`src/rtl/tt_bitwise_lane_unit_if.sv`:
```
// Valid/ready stream bundle for tt_bitwise_lane_unit: operand beats in, registered results out.
// The master drives beats and out_ready; the slave (the lane unit) drives results and in_ready.
interface tt_bitwise_lane_unit_if #(
    parameter int WIDTH = 8,
    parameter int CNT_W = 4
);
    localparam int PCW = $clog2(WIDTH + 1);

    logic             in_valid;
    logic             in_ready;
    logic [WIDTH-1:0] in_a;
    logic [WIDTH-1:0] in_b;
    logic [2:0]       in_op;
    logic             in_last;
    logic             out_valid;
    logic             out_ready;
    logic [WIDTH-1:0] out_data;
    logic             out_zero;
    logic [PCW-1:0]   out_popcnt;
    logic [CNT_W-1:0] out_count;

    modport master (
        output in_valid, in_a, in_b, in_op, in_last, out_ready,
        input  in_ready, out_valid, out_data, out_zero, out_popcnt, out_count
    );

    modport slave (
        input  in_valid, in_a, in_b, in_op, in_last, out_ready,
        output in_ready, out_valid, out_data, out_zero, out_popcnt, out_count
    );
endinterface

```
`src/rtl/tt_bitwise_lane_unit.sv`:
```
// Registered bitwise lane: eight selectable ops, multi-beat reduction over a packet,
// result registered together with its zero flag, popcount and saturating beat count.
module tt_bitwise_lane_unit #(
    parameter int WIDTH = 8,
    parameter int CNT_W = 4
) (
    input  logic                  clk,
    input  logic                  rst,
    tt_bitwise_lane_unit_if.slave bus
);
    localparam int PCW = $clog2(WIDTH + 1);
    localparam logic [CNT_W-1:0] CNT_MAX = '1;

    typedef enum logic {IDLE, ACCUM} state_e;

    typedef enum logic [2:0] {
        OP_AND  = 3'b000,
        OP_OR   = 3'b001,
        OP_XOR  = 3'b010,
        OP_NAND = 3'b011,
        OP_NOR  = 3'b100,
        OP_XNOR = 3'b101,
        OP_ANDN = 3'b110,
        OP_PASS = 3'b111
    } op_e;

    function automatic logic [WIDTH-1:0] apply_op(input logic [WIDTH-1:0] x,
                                                  input logic [WIDTH-1:0] y,
                                                  input logic [2:0]       op);
        case (op_e'(op))
            OP_AND:  return x & y;
            OP_OR:   return x | y;
            OP_XOR:  return x ^ y;
            OP_NAND: return ~(x & y);
            OP_NOR:  return ~(x | y);
            OP_XNOR: return ~(x ^ y);
            OP_ANDN: return x & ~y;
            default: return x;
        endcase
    endfunction

    function automatic logic [PCW-1:0] popcount(input logic [WIDTH-1:0] v);
        logic [PCW-1:0] n;
        n = '0;
        for (int i = 0; i < WIDTH; i++) n = n + PCW'(v[i]);
        return n;
    endfunction

    state_e           state_q, state_d;
    logic [WIDTH-1:0] acc_q, acc_d;
    logic [CNT_W-1:0] cnt_q, cnt_d;
    logic             out_valid_q, out_valid_d;
    logic [WIDTH-1:0] out_data_q, out_data_d;
    logic             out_zero_q, out_zero_d;
    logic [PCW-1:0]   out_popcnt_q, out_popcnt_d;
    logic [CNT_W-1:0] out_count_q, out_count_d;

    logic             in_ready;
    logic             accept;
    logic [WIDTH-1:0] op_x, op_y, result;
    logic [CNT_W-1:0] cnt_next;

    // A stalled result blocks new beats, which freezes acc and state for free.
    assign in_ready = !out_valid_q || bus.out_ready;
    assign accept   = bus.in_valid && in_ready;

    // Mid-packet the accumulator takes the X slot and in_a moves to Y; in_b is unused.
    assign op_x     = (state_q == IDLE) ? bus.in_a : acc_q;
    assign op_y     = (state_q == IDLE) ? bus.in_b : bus.in_a;
    assign result   = apply_op(op_x, op_y, bus.in_op);
    assign cnt_next = (state_q == IDLE) ? CNT_W'(1)
                    : (cnt_q == CNT_MAX) ? CNT_MAX : cnt_q + CNT_W'(1);

    // NOTE: every _d starts as its _q so no path through this block leaves a
    // variable unassigned; otherwise synthesis would infer a latch to hold it.
    always_comb begin
        state_d      = state_q;
        acc_d        = acc_q;
        cnt_d        = cnt_q;
        out_valid_d  = out_valid_q;
        out_data_d   = out_data_q;
        out_zero_d   = out_zero_q;
        out_popcnt_d = out_popcnt_q;
        out_count_d  = out_count_q;

        if (out_valid_q && bus.out_ready) out_valid_d = 1'b0;

        if (accept) begin
            if (bus.in_last) begin
                out_valid_d  = 1'b1;
                out_data_d   = result;
                out_zero_d   = (result == '0);
                out_popcnt_d = popcount(result);
                out_count_d  = cnt_next;
                state_d      = IDLE;
            end else begin
                acc_d   = result;
                cnt_d   = cnt_next;
                state_d = ACCUM;
            end
        end
    end

    // NOTE: state registers use non-blocking assignment so every flop samples
    // its _d from the same pre-edge values, independent of statement order.
    always_ff @(posedge clk) begin
        if (rst) begin
            state_q      <= IDLE;
            acc_q        <= '0;
            cnt_q        <= '0;
            out_valid_q  <= 1'b0;
            out_data_q   <= '0;
            out_zero_q   <= 1'b1;
            out_popcnt_q <= '0;
            out_count_q  <= '0;
        end else begin
            state_q      <= state_d;
            acc_q        <= acc_d;
            cnt_q        <= cnt_d;
            out_valid_q  <= out_valid_d;
            out_data_q   <= out_data_d;
            out_zero_q   <= out_zero_d;
            out_popcnt_q <= out_popcnt_d;
            out_count_q  <= out_count_d;
        end
    end

    assign bus.in_ready   = in_ready;
    assign bus.out_valid  = out_valid_q;
    assign bus.out_data   = out_data_q;
    assign bus.out_zero   = out_zero_q;
    assign bus.out_popcnt = out_popcnt_q;
    assign bus.out_count  = out_count_q;
endmodule

```
`src/flat_wrapper.sv`:
```
// flat-port wrapper written by rule: the top's interface ports become plain ports
module tt_bitwise_lane_unit_flat 
#(
    parameter int WIDTH = 8,
    parameter int CNT_W = 4
)
  (clk, rst, bus_in_valid, bus_in_a, bus_in_b, bus_in_op, bus_in_last, bus_out_ready, bus_in_ready, bus_out_valid, bus_out_data, bus_out_zero, bus_out_popcnt, bus_out_count);
  tt_bitwise_lane_unit_if #(.WIDTH(WIDTH), .CNT_W(CNT_W)) bus_i ();
  input  logic clk;
  input  logic rst;
  input wire logic [$bits(bus_i.in_valid)-1:0] bus_in_valid;
  input wire logic [$bits(bus_i.in_a)-1:0] bus_in_a;
  input wire logic [$bits(bus_i.in_b)-1:0] bus_in_b;
  input wire logic [$bits(bus_i.in_op)-1:0] bus_in_op;
  input wire logic [$bits(bus_i.in_last)-1:0] bus_in_last;
  input wire logic [$bits(bus_i.out_ready)-1:0] bus_out_ready;
  output wire logic [$bits(bus_i.in_ready)-1:0] bus_in_ready;
  output wire logic [$bits(bus_i.out_valid)-1:0] bus_out_valid;
  output wire logic [$bits(bus_i.out_data)-1:0] bus_out_data;
  output wire logic [$bits(bus_i.out_zero)-1:0] bus_out_zero;
  output wire logic [$bits(bus_i.out_popcnt)-1:0] bus_out_popcnt;
  output wire logic [$bits(bus_i.out_count)-1:0] bus_out_count;
  assign bus_i.in_valid = bus_in_valid;
  assign bus_i.in_a = bus_in_a;
  assign bus_i.in_b = bus_in_b;
  assign bus_i.in_op = bus_in_op;
  assign bus_i.in_last = bus_in_last;
  assign bus_i.out_ready = bus_out_ready;
  assign bus_in_ready = bus_i.in_ready;
  assign bus_out_valid = bus_i.out_valid;
  assign bus_out_data = bus_i.out_data;
  assign bus_out_zero = bus_i.out_zero;
  assign bus_out_popcnt = bus_i.out_popcnt;
  assign bus_out_count = bus_i.out_count;
  tt_bitwise_lane_unit #(.WIDTH(WIDTH), .CNT_W(CNT_W)) u_core (.clk(clk), .rst(rst), .bus(bus_i));
endmodule
```
`config.mk`:
```
export PLATFORM = sky130hd
export DESIGN_NAME = tt_bitwise_lane_unit_flat
export DESIGN_NICKNAME = d
export VERILOG_FILES = /design/src/rtl/tt_bitwise_lane_unit_if.sv /design/src/rtl/tt_bitwise_lane_unit.sv /design/src/flat_wrapper.sv
export SDC_FILE = /design/constraint.sdc
export NUM_CORES = 1
export LEC_CHECK = 0
export CORE_ASPECT_RATIO = 0.8
export CORE_UTILIZATION = 25
export CTS_BUF_LIST = sky130_fd_sc_hd__clkbuf_8
export DETAILED_ROUTE_END_ITERATION = 12
export PLACE_DENSITY_LB_ADDON = 0.05
export SLEW_MARGIN = 20
export SYNTH_ARGS = -nofsm -noshare
export SYNTH_HDL_FRONTEND = slang
export SYNTH_SLANG_ARGS = --single-unit
```
`constraint.sdc`:
```
create_clock -name clk -period 5.8 [get_ports clk]
set_input_delay 0.58 -clock clk [delete_from_list [all_inputs] [get_ports clk]]
set_output_delay 0.58 -clock clk [all_outputs]
set_load 0.05 [all_outputs]
```
After elaboration in Yosys (flattened, before gate mapping). Cells that the tools add are included. W data, S select, Z words.

Add/subtract/negate cells: 8. Equal/unequal tests: 7. Multiplexer cells: 9. Bitwise gates (word level): 9. Reduce and logical (&&, ||, !) cells: 8.

Operator list (count): $pmux W8 S7 (1); $not A8 Y8 (4); $add A4 B1 Y4 (6); $and A8 B8 Y8 (2); $mux W8 (2); $eq A3 B3 Y1 const B (3); $logic_not A8 Y1 (1); $mux W4 (2); $or A8 B8 Y8 (1); $xor A8 B8 Y8 (1); $eq A3 B2 Y1 const B (2); $add A4 B1 Y4 const B (1); $eq A4 B4 Y1 const B (1); $mux W1 (4); $reduce_and A2 Y1 (2); $eq A3 B1 Y1 const B (1); $logic_not A3 Y1 (1); $add A1 B1 Y2 (1); $logic_and A1 B1 Y1 (2); $logic_not A1 Y1 (1); $logic_or A1 B1 Y1 (1); $not A1 Y1 (1).

Flip-flop bits (word level): 31. Input port bits: 24. Output and inout port bits: 19.

Longest topological paths before layout.
Depth after elaboration: 11. Depth in mapped cells: 18.

Worst setup path before layout. OpenSTA, ideal clock, no wires.

Kind: reg2reg. From: register u_core.state_q. To: register u_core.out_popcnt_q[2] (netlist: u_core.bus.out_popcnt[2]). Library setup time: 0.086 ns. Arrival: 4.396 ns. Data required time: 5.714 ns. Slack: 1.319 ns. Stages on the path, launching flop included: 18. Path through: dfxtp_1 buf_2 buf_2 mux2i_1 ha_1 mux4_2 nor2_1 a221oi_2 inv_1 ha_1 inv_1 fa_1 fa_1 inv_1 fa_1 fa_1 xnor2_1 a211oi_1.

Longest elaborated chain between the ends: 11. Elaborated cells on any way between the ends: 18. Those cells by class: 7 x add/sub; 3 x mux; 8 x bitwise.

RTL lines: from (decl) (line tt_bitwise_lane_unit.sv:49) `state_e state_q, state_d;`; from (signal assigned) (line tt_bitwise_lane_unit.sv:117) `state_q <= state_d;`; $mux W8, on equally long branches (line tt_bitwise_lane_unit.sv:69, tt_bitwise_lane_unit.sv:68); $not A8 Y8 (tied with other cells) (line tt_bitwise_lane_unit.sv:37) `OP_ANDN: return x & ~y;`; $and A8 B8 Y8 (tied with other cells) (line tt_bitwise_lane_unit.sv:37); $pmux W8 S7 * (line tt_bitwise_lane_unit.sv:30) `case (op_e'(op))`; named net u_core.result[0] (line tt_bitwise_lane_unit.sv:60) `logic [WIDTH-1:0] op_x, op_y, result;`; $add A1 B1 Y2 * (line tt_bitwise_lane_unit.sv:45) `for (int i = 0; i < WIDTH; i++) n = n + PCW'(v[i]);`; $add A4 B1 Y4 * (6 in series) (line tt_bitwise_lane_unit.sv:45); to (signal assigned) (line tt_bitwise_lane_unit.sv:123) `out_popcnt_q <= out_popcnt_d;`; to (decl) (line tt_bitwise_lane_unit.sv:55) `logic [PCW-1:0] out_popcnt_q, out_popcnt_d;`.

Mark *: on every way through the listed nets, which the timed path passes. The rest lies on a longest branch. A chain may end at the register's enable or synchronous reset.

Final worst setup path. Same ends and word-level chain as after synthesis.

==> results.md <==
- Buf+Inv Stages, Crit Path: 4
- Port Buffers: between 40 and 50
- Overflow after GRT: 0
- Worst slew margin: 0.4830
- Simple-Gate Fraction of Synth Area: 0.2043
- IO Pins: 43
- Drt drc: 0
- Post-layout nets: 402
- Clk_skew: 0.004845 ns
- Multi-input logic area: 1752 um2
- Slowest stage delay, CP: 0.69 ns
- WL per Instance: 13.27 um
- Fin. Hold Viols: 0
- Initial antenna violation count: 0
- Router iterations before antenna repair: 4
- Kind of critical path: register to register
- WP data arrival: 4.86 ns
- Storage cell area: between 600 and 700 um2
- Yosys cell types: 47
- Crit path max fanout: 10
- # diodes: 0
- Max Cap Viol: 0
- Die H: 92.95 um
- Flop2flop setup slack: 1.14 ns
- Max Slew Vio Count: 0
- Peak VDD IR: 0.00008961 V
- Max Freq: between 0.2 and 0.25 GHz
- Final Instance Count excl. Fillers: 482
- Register area share after synthesis: 0.2401
- Avg Cell Area, Syn: between 8 and 9 um2
- TritonCTS Buffers: 5
- Leak: between 1 and 1.5 nW
- Share of layout cells above drive strength 1: 0.07803
- Layout area overhead: 22.56%
- Die ar.: 10750 um2
- Total vias in the final route: 2175
- DP Cell Count: between 400 and 500
- Total Wirelength: between 6 and 7 mm
- Via density per instance: 4.512
- Synth Area in XOR/XNOR: 0.003388
- Dpl hpwl: 4.851 mm
- Worst EP required: 6.01 ns
- TritonCTS sink count: 31
- Std-Cell Rows: 32
- Resized Gates After CTS: 0
- Critical path's top delay family: adder cells
- Post-synthesis net count: approximately 370
- Syn Inst Count: 311
- Worst Setup Start Kind: register
- Post-CTS Setup Inserts: 0
- Post-synthesis adder-cell area fraction: 0.1713
- Clock latency on the worst-skew pair: 0.29 ns
- Period minus WS final: 4.658 ns
- Post-synth EDFFs: 0
- Setup violators final: 0
- Min-Delay Path Class: register to register
- Core area: 9849 um2
- Largest net degree at the start of global routing: 32
- CTS max path bufs: 2
- Vias in the first global route: 2077
- Die width: roughly 120 um
- Initial core utilization: 0.2624
- Setup TNS: 0 ns
- GR Util All Layers: 0.1309
- Cell Chain, Critical Path: mux2i_1 > inv_1 > ha_1 > mux4_2 > nor2_1 > a221oi_2 > inv_1 > ha_1 > inv_1 > fa_1 > fa_1 > inv_1 > fa_1 > fa_1 > xnor2_1 > a211oi_1
- Clk slew on worst S/H paths: 0.06 ns
- CTS tree: done
- Async set-reset flop share out of synthesis: 0
- CTS root buffer: clkbuf_8
- Detail Route Antenna Nets: 0
- H-tree levels: 2
- Synth Register Bits: 31
- Worst-Margin Slew: 0.7731 ns
- RSZ-0062 raised after global routing: false
- Initial drt markers: 112
- Cell Pwr Density: 215.2 nW/um2
- Area of the mapped netlist: 2585 um2
- Crit share post-route: 0.8031
- Largest family of logic cells by synthesized area: simple AND/OR/NAND/NOR gates
- Cts hold-fix bufs: 0
- Global-route wire length before repair: 10.64 mm
- Mux cell area share after synthesis: 0.1171
- Synth warn: 0
- Setup crit end kind: register
- Compound-Gate Fraction of Synth Area: 0.1815
- Fill cell count: 1095
- Critical-path top delay cell: dfxtp_1
- Top_reg_cell synth: dfxtp_1
- Status: finished clean
- Most frequent cells in the layout: nand2_1, clkdlybuf4s50_1, a21oi_1
- Final Wtd Congestion: 0.7279
worst paths after layout:
| kind | start | to | depth (start not counted) |
|---|---|---|---|
| worst max-delay path | u_core.state_q$_SDFFE_PP0P_ | u_core.bus.out_popcnt[2]$_SDFFE_PP0P_ | 16 |
| worst min-delay path | u_core.bus.out_data[2]$_SDFFE_PP0P_ | u_core.bus.out_data[2]$_SDFFE_PP0P_ | 2 |
| worst max register to register | u_core.state_q$_SDFFE_PP0P_ | u_core.bus.out_popcnt[2]$_SDFFE_PP0P_ | 16 |
| worst min register to register | u_core.bus.out_data[2]$_SDFFE_PP0P_ | u_core.bus.out_data[2]$_SDFFE_PP0P_ | 2 |
report_power, final:
part	total [mW]	switching, mW	internal, mW
logic	0.281	0.160	0.121
clock network	0.163	0.0826	0.0805
registers	0.237	0.0101	0.227
cell type report:
cell class              count  share of cell area
multi-input cells         237              0.5529
flip-flops and latches     31              0.1959
repair buffers             47              0.1445
well taps                 136             0.05371
inverters                  23             0.02725
clock buffers               5             0.02172
clock inverters             3            0.003949
Yosys cell counts (3+ instances only):
library cell / count / share of area
nand2_1: 42 / 0.061
a21oi_1: 33 / 0.064
dfxtp_1: 31 / 0.24
ha_1: 29 / 0.14
inv_1: 23 / 0.033
mux2i_1: 22 / 0.085
nor2_1: 20 / 0.029
nand3_1: 13 / 0.025
nor2b_1: 9 / 0.022
nand2b_1: 8 / 0.019
buf_2: 7 / 0.014
clkbuf_1: 6 / 0.0087
fa_1: 4 / 0.031
mux2_2: 4 / 0.017
o211ai_1: 4 / 0.012
a211oi_1: 3 / 0.0087
and2_1: 3 / 0.0073
and3_1: 3 / 0.0073
buf_4: 3 / 0.0087
nand3b_1: 3 / 0.0087
nor3b_1: 3 / 0.0087
o32ai_2: 3 / 0.019
sequential cells by signal, indices dropped and copies added, names as in the netlist:
name and cells:
u_core.acc_q 8, u_core.bus.out_data 8, u_core.bus.out_count 4, u_core.bus.out_popcnt 4
u_core.cnt_q 4, u_core.bus.out_valid 1, u_core.bus.out_zero 1, u_core.state_q 1
metal layers:
| metal | GRT usage | vias up | share of wire |
|---|---|---|---|
| li1 | - | 1138 | - |
| met1 | 0.1799 | 997 | 0.52 |
| met2 | 0.2011 | 32 | 0.43 |
| met3 | 0.03338 | 8 | 0.037 |
| met4 | 0.03526 | 0 | 0.010 |
| met5 | 0 | - | 0 |
metrics by stage:
stage          instance area (um2)  power (mW)  hold slack, ns  setup WS [ns]    util
2_1_floorplan                 2585      0.4525          0.4329          1.319       -
6_report                      3168      0.6817          0.4529          1.142  0.3216
5_1_grt                       3168      0.7440          0.4679         0.7374  0.3216
3_3_place_gp                  3087      0.5309          0.4469         0.9119  0.3134
4_1_cts                       3168      0.6982          0.4555          1.111  0.3216
3_5_place_dp                  3087      0.5279          0.4459         0.8500  0.3134
kinds of logic (layout without fill, tap and decap cells):
| kind of cell | Yosys count | after routing |
|---|---|---|
| buf+inv | 43 | 78 |
| simple gates | 110 | 110 |
| mux | 28 | 28 |
| xor+xnor | 1 | 1 |
| fa+ha+maj | 33 | 33 |
| flops | 31 | 31 |
| compound gates | 65 | 65 |
tightest hold or removal path, stage by stage, from the launching register on:
cell and delay, ns:
dfxtp_1 0.31, nand2_1 0.05, a21oi_1 0.05
(Power assumes the default switching activity.)
